### config.mk
export PLATFORM = sky130hd
export DESIGN_NAME = bist_controller
export DESIGN_NICKNAME = d
export VERILOG_FILES = /design/src/rtl/bist_pkg.sv /design/src/rtl/bist_cycle_counter.sv /design/src/rtl/bist_controller.sv
export SDC_FILE = /design/constraint.sdc
export NUM_CORES = 1
export LEC_CHECK = 0
export CAP_MARGIN = 20
export CELL_PAD_IN_SITES_DETAIL_PLACEMENT = 1
export CELL_PAD_IN_SITES_GLOBAL_PLACEMENT = 2
export CORE_ASPECT_RATIO = 1.4
export CORE_MARGIN = 5
export CORE_UTILIZATION = 26
export DETAILED_ROUTE_END_ITERATION = 12
export PLACE_DENSITY_LB_ADDON = 0.1
export SLEW_MARGIN = 15
export SYNTH_ARGS = -nofsm -noshare
export SYNTH_HDL_FRONTEND = slang
export SYNTH_SLANG_ARGS = --single-unit
### constraint.sdc
create_clock -name clk -period 1.9 [get_ports clk]
set_input_delay 0.475 -clock clk [delete_from_list [all_inputs] [get_ports clk]]
set_output_delay 0.475 -clock clk [all_outputs]
set_load 0.01 [all_outputs]
### src/rtl/bist_pkg.sv
// Shared types and widths for the logic-BIST sequencer.
package bist_pkg;

  localparam int SHIFT_CNT_W   = 10;
  localparam int PATTERN_CNT_W = 16;
  localparam int SIG_W         = 7;

  typedef enum logic [2:0] {
    IDLE,
    INIT,
    SHIFT,
    CAPTURE,
    UNLOAD,
    COMPARE,
    DONE
  } bist_state_e;

endpackage

### src/rtl/bist_cycle_counter.sv
// Loadable up-counter with a terminal-count flag against a programmable terminal value.
module bist_cycle_counter #(
  parameter int WIDTH = 10
) (
  input  logic             clk,
  input  logic             reset,
  input  logic             load,
  input  logic [WIDTH-1:0] load_value,
  input  logic             en,
  input  logic [WIDTH-1:0] terminal,
  output logic [WIDTH-1:0] count,
  output logic             tc
);

  always_ff @(posedge clk) begin
    if (reset)
      count <= '0;
    else if (load)
      count <= load_value;
    else if (en)
      count <= count + 1'b1;
  end

  assign tc = (count == terminal);

endmodule

### src/rtl/bist_controller.sv
// Logic-BIST run sequencer: init, shift/capture loop, final unload, signature compare.
// state   | meaning
// IDLE    | waiting for start, all controls low
// INIT    | reset TPG and compactor, clear counters
// SHIFT   | load next pattern while compacting previous response
// CAPTURE | single functional capture, count pattern
// UNLOAD  | flush last response into the compactor
// COMPARE | register pass from the compactor signature
// DONE    | result held until start or abort
module bist_controller
  import bist_pkg::*;
#(
  parameter int unsigned      CHAIN_LEN    = 33,
  parameter int unsigned      NUM_PATTERNS = 128,
  parameter logic [SIG_W-1:0] GOLDEN_SIG   = 7'h00
) (
  input  logic                     clk,
  input  logic                     reset,
  input  logic                     start,
  input  logic                     abort,
  input  logic [SIG_W-1:0]         signature,
  output logic                     tpg_reset,
  output logic                     comp_reset,
  output logic                     comp_en,
  output logic                     bist_en,
  output logic                     scan_en,
  output logic                     busy,
  output logic                     done,
  output logic                     pass,
  output logic [PATTERN_CNT_W-1:0] pattern_cnt
);

  localparam logic [SHIFT_CNT_W-1:0]   SHIFT_LAST   = SHIFT_CNT_W'(CHAIN_LEN - 1);
  localparam logic [PATTERN_CNT_W-1:0] PATTERN_LAST = PATTERN_CNT_W'(NUM_PATTERNS - 1);

  bist_state_e state, state_nxt;

  logic shift_load, shift_en, shift_tc;
  logic pat_load, pat_en, pat_tc;
  logic pass_clr;
  // Shift position is only consumed through its terminal flag.
  logic [SHIFT_CNT_W-1:0] shift_cnt_unused;

  bist_cycle_counter #(.WIDTH(SHIFT_CNT_W)) u_shift_cnt (
    .clk        (clk),
    .reset      (reset),
    .load       (shift_load),
    .load_value ('0),
    .en         (shift_en),
    .terminal   (SHIFT_LAST),
    .count      (shift_cnt_unused),
    .tc         (shift_tc)
  );

  bist_cycle_counter #(.WIDTH(PATTERN_CNT_W)) u_pattern_cnt (
    .clk        (clk),
    .reset      (reset),
    .load       (pat_load),
    .load_value ('0),
    .en         (pat_en),
    .terminal   (PATTERN_LAST),
    .count      (pattern_cnt),
    .tc         (pat_tc)
  );

  always_ff @(posedge clk) begin
    if (reset)
      state <= IDLE;
    else
      state <= state_nxt;
  end

  always_comb begin
    state_nxt  = state;
    shift_load = 1'b0;
    shift_en   = 1'b0;
    pat_load   = 1'b0;
    pat_en     = 1'b0;
    pass_clr   = 1'b0;
    tpg_reset  = 1'b0;
    comp_reset = 1'b0;
    comp_en    = 1'b0;
    bist_en    = 1'b0;
    scan_en    = 1'b0;
    busy       = 1'b0;
    done       = 1'b0;

    case (state)
      IDLE: ;
      INIT: begin
        tpg_reset  = 1'b1;
        comp_reset = 1'b1;
        bist_en    = 1'b1;
        busy       = 1'b1;
      end
      SHIFT, UNLOAD: begin
        scan_en = 1'b1;
        bist_en = 1'b1;
        comp_en = 1'b1;
        busy    = 1'b1;
      end
      CAPTURE: begin
        bist_en = 1'b1;
        busy    = 1'b1;
      end
      COMPARE: busy = 1'b1;
      DONE:    done = 1'b1;
      default: ;
    endcase

    // Abort outranks start and every sequencing decision.
    if (abort) begin
      state_nxt  = IDLE;
      shift_load = 1'b1;
      pat_load   = 1'b1;
      pass_clr   = 1'b1;
    end else begin
      case (state)
        IDLE, DONE: begin
          if (start) begin
            state_nxt  = INIT;
            shift_load = 1'b1;
            pat_load   = 1'b1;
            pass_clr   = 1'b1;
          end
        end
        INIT: begin
          state_nxt  = SHIFT;
          shift_load = 1'b1;
          pat_load   = 1'b1;
        end
        SHIFT: begin
          shift_en = 1'b1;
          if (shift_tc)
            state_nxt = CAPTURE;
        end
        CAPTURE: begin
          pat_en     = 1'b1;
          shift_load = 1'b1;
          state_nxt  = pat_tc ? UNLOAD : SHIFT;
        end
        UNLOAD: begin
          shift_en = 1'b1;
          if (shift_tc)
            state_nxt = COMPARE;
        end
        COMPARE: state_nxt = DONE;
        default: state_nxt = IDLE;
      endcase
    end
  end

  always_ff @(posedge clk) begin
    if (reset || pass_clr)
      pass <= 1'b0;
    else if (state == COMPARE)
      pass <= (signature == GOLDEN_SIG);
  end

endmodule

==> results.yml <==
clock_network:
  cts-root-buf: "clkbuf_8"
  clockBufferDepth: 2
  clk_pin_slew_worst_paths_ps: 80
  htree_levels: 2
  clkSinkCount: 30
  cts-buffers-inserted: 5
  cts_tree: "done"
  clk_latency_ps: 280
critical_path:
  crit_required_ps: 1420
  worst-setup-path-type: "reg -> out"
  cp.arrival_ps: 1470
  crit_fanout: 8
  path_buf_inv: 3
  r2r_cells: 5
  cp-start-kind: "register"
  cp_slowest_cell: "dfxtp_4"
  cp_cell_sequence: "buf_12, buf_4, nand2b_1, nor2_1, dlygate4sd2_1"
  slowest_delay_ps: 360
  crit_family: "buffers and inverters"
  worst-path-stages: 5
  end_kind: "output port"
yosys:
  synth_area_per_cell_um2: 8.245
  synth_top_family_by_area: "simple AND/OR/NAND/NOR gates"
  netlist_instances: 195
  synth_xor_area_frac: 0.09261
  synth.cell_area_um2: 1608
  synthAdderAreaFrac: 0.03113
  syn-num-nets: 210
  synth_top_area_frac: 0.3735
  synth_edf_count: 0
  synthMuxAreaShare: 0.006226
  synth_simple_gate_area_share: 0.3121
  synth_flop_cell: "dfxtp_1"
  yosys.cell_count.top_type: "dfxtp_1"
  synth_area_leaders: "dfxtp_1 37%, xnor2_1 7.1%, a21oi_1 5.3%"
  postSynth.asyncResetShare: 0
  ys_seq_area_frac: 0.3735
  synth_common_cells: "30 x dfxtp_1, 21 x nor2_1, 17 x a21oi_1"
  ys_seq_elements: 30
  synth_compound_area_frac: 0.1370
  yosysWarningCount: 0
  yosys.area.top_type: "dfxtp_1"
  ys_types: 40
place:
  dp_hpwl_um: 4146
  numPortBuffers: 34
  place_area_um2: 2306
  place_congestion: 0.8507
  dpl.cell_count: 330
final_layout:
  synthToLayoutAreaGrowth_pct: 56.03
  layoutNonFillerInstCount: 340
  final_nets: 282
  drive_gt1_frac: 0.2537
  design_area_um2: 2509
  antennaDiodeCount: 0
global_routing:
  grt-ovfl-total: 0
  grt_usage: 0.1305
  antenna_found_initial: 0
  grt_pass1_vias: 1876
  grt_max_degree: 17
  grt_first_pass_wirelength_um: 8286
sta:
  hold_viol_final: 0
  tightest_slew_ps: 397.3
  finalSetupViolCount: 2
  rsz0062_at_grt: "true"
  period_share: 1.023
  slew_headroom: 0.7327
  drv_slew: 0
  fmax_mhz: 514.4
  min_period_ps: 1944
  skew_ps: 11.76
  fin_ws_ps: -43.86
drt:
  drtAntennaViolNets: 0
  drt_first_pass_iters: 4
  route.detailed.drc: 0
  viasPerCell: 5.085
  vias: 1729
  wl_per_cell_um: 15.35
  drt_iter0_markers: 29
  wl_um: 5219
pwr:
  power_density_nw_per_um2: 553.7
  power_switching_uw: 318.4
  power.share.switching: 0.2292
  p_comb_frac: 0.077
  internal-power_uw: 1071
  p_seq_frac: 0.453
  vdd_ir_drop_max_v: 0.0003924
  p_leak_uw: 0.0009189
  power_frac_clock: 0.470
floorplan:
  initial_core_util: 0.2625
  io_pins: 35
  die_y_um: 103.0
  die-area_um2: 7879
  std_cell_rows: 34
  core_um2: 6126
  fp.dieW_um: 76.46
hold_path:
  hp-class: "reg -> reg"
  min_delay_path_depth: 2
outcome:
  violations: "setup timing"
  status: "finished with violations"
job:
  cap_violations: 0
power by group through the flow:
| stage | logic (uW) | clock network [uW] | registers (uW) |
|---|---|---|---|
| detailed placement | 104 | 0 | 647 |
| floorplan | 41.7 | 0 | 646 |
| global placement | 102 | 0 | 647 |
| global route | 115 | 704 | 629 |
| finish | 107 | 653 | 629 |
| CTS | 102 | 680 | 631 |
placed cells by master, fill, tap and decap left out, types with 5 or more instances in the layout:
| master | instances |
|---|---|
| a21oi_1 | 15 |
| buf_4 | 37 |
| clkbuf_8 | 5 |
| clkdlybuf4s50_1 | 26 |
| dfxtp_1 | 26 |
| inv_1 | 9 |
| nand2_1 | 11 |
| nand3_1 | 7 |
| nand4_1 | 7 |
| nor2_1 | 19 |
| nor3_1 | 6 |
| nor4_1 | 5 |
| o21ai_1 | 10 |
| or3_1 | 8 |
| xnor2_1 | 13 |
path summary, 6_finish.rpt:
| path | start | end | slack [ps] |
|---|---|---|---|
| hold reg to reg | u_shift_cnt.count[9] | u_shift_cnt.count[9] | 510 |
| setup / recovery | state[1] | comp_reset | -40 |
| hold / removal | u_shift_cnt.count[9] | u_shift_cnt.count[9] | 510 |
| setup reg to reg | u_pattern_cnt.count[0] | state[2] | 50 |
what timing repair did:
| item | 4_1_cts | 5_1_grt |
|---|---|---|
| setup buffers | 0 | 2 |
| pin swaps | 4 | 9 |
| hold buffers | 0 | 0 |
| endpoints found under the setup margin | 13 | 12 |
| cloned | 0 | 0 |
| resized for setup | 10 | 15 |
tightest hold or removal path: stages, from the launching register on:
cell and delay, ps:
dfxtp_1 340, o31ai_1 70, a21oi_1 60
state kept, by name, summed over array words and instances, names as in the netlist:
signal	cells
u_shift_cnt.count	10
state	3
u_pattern_cnt.count	16
pass	1
cell type report:
cell class,instances,area (um^2)
clock buffer,5,68.82
clock inverter,3,40.04
fill,734,3617
inverter,9,33.78
multi-input combinational,148,1010
sequential,30,610.6
tap,72,90.09
timing repair buffer,73,655.6
logic make-up (layout without fill, tap and decap cells):
family | count (synthesis) | after routing
xor+xnor | 17 | 17
flops | 30 | 30
mux | 1 | 1
fa+ha+maj | 4 | 4
simple gates | 87 | 87
compound gates | 39 | 39
buf+inv | 17 | 90
metrics by stage:
stage | total power, uW | util | hold WS, ps | worst slack [ps] | setup TNS [ps]
after floorplan | 687.4 | - | 452.3 | 3.731 | 0
after CTS | 1413 | 0.3954 | 510.7 | -253.1 | -602.5
after global routing | 1447 | 0.4095 | 553.3 | -112.0 | -219.0
after detailed placement | 750.4 | 0.3764 | 496.6 | -375.8 | -5386
final | 1389 | 0.4095 | 508.4 | -43.86 | -87.52
after global placement | 749.1 | 0.3764 | 474.6 | -350.4 | -5562
metal layers:
metal / wire, um / vias to the layer above / global-route usage
li1: - / 852 / -
met1: 1979 / 823 / 0.1242
met2: 2901 / 40 / 0.2566
met3: 193 / 14 / 0.02972
met4: 144 / 0 / 0.07268
met5: 0 / - / 0
Power figures use the tool's default switching activity.
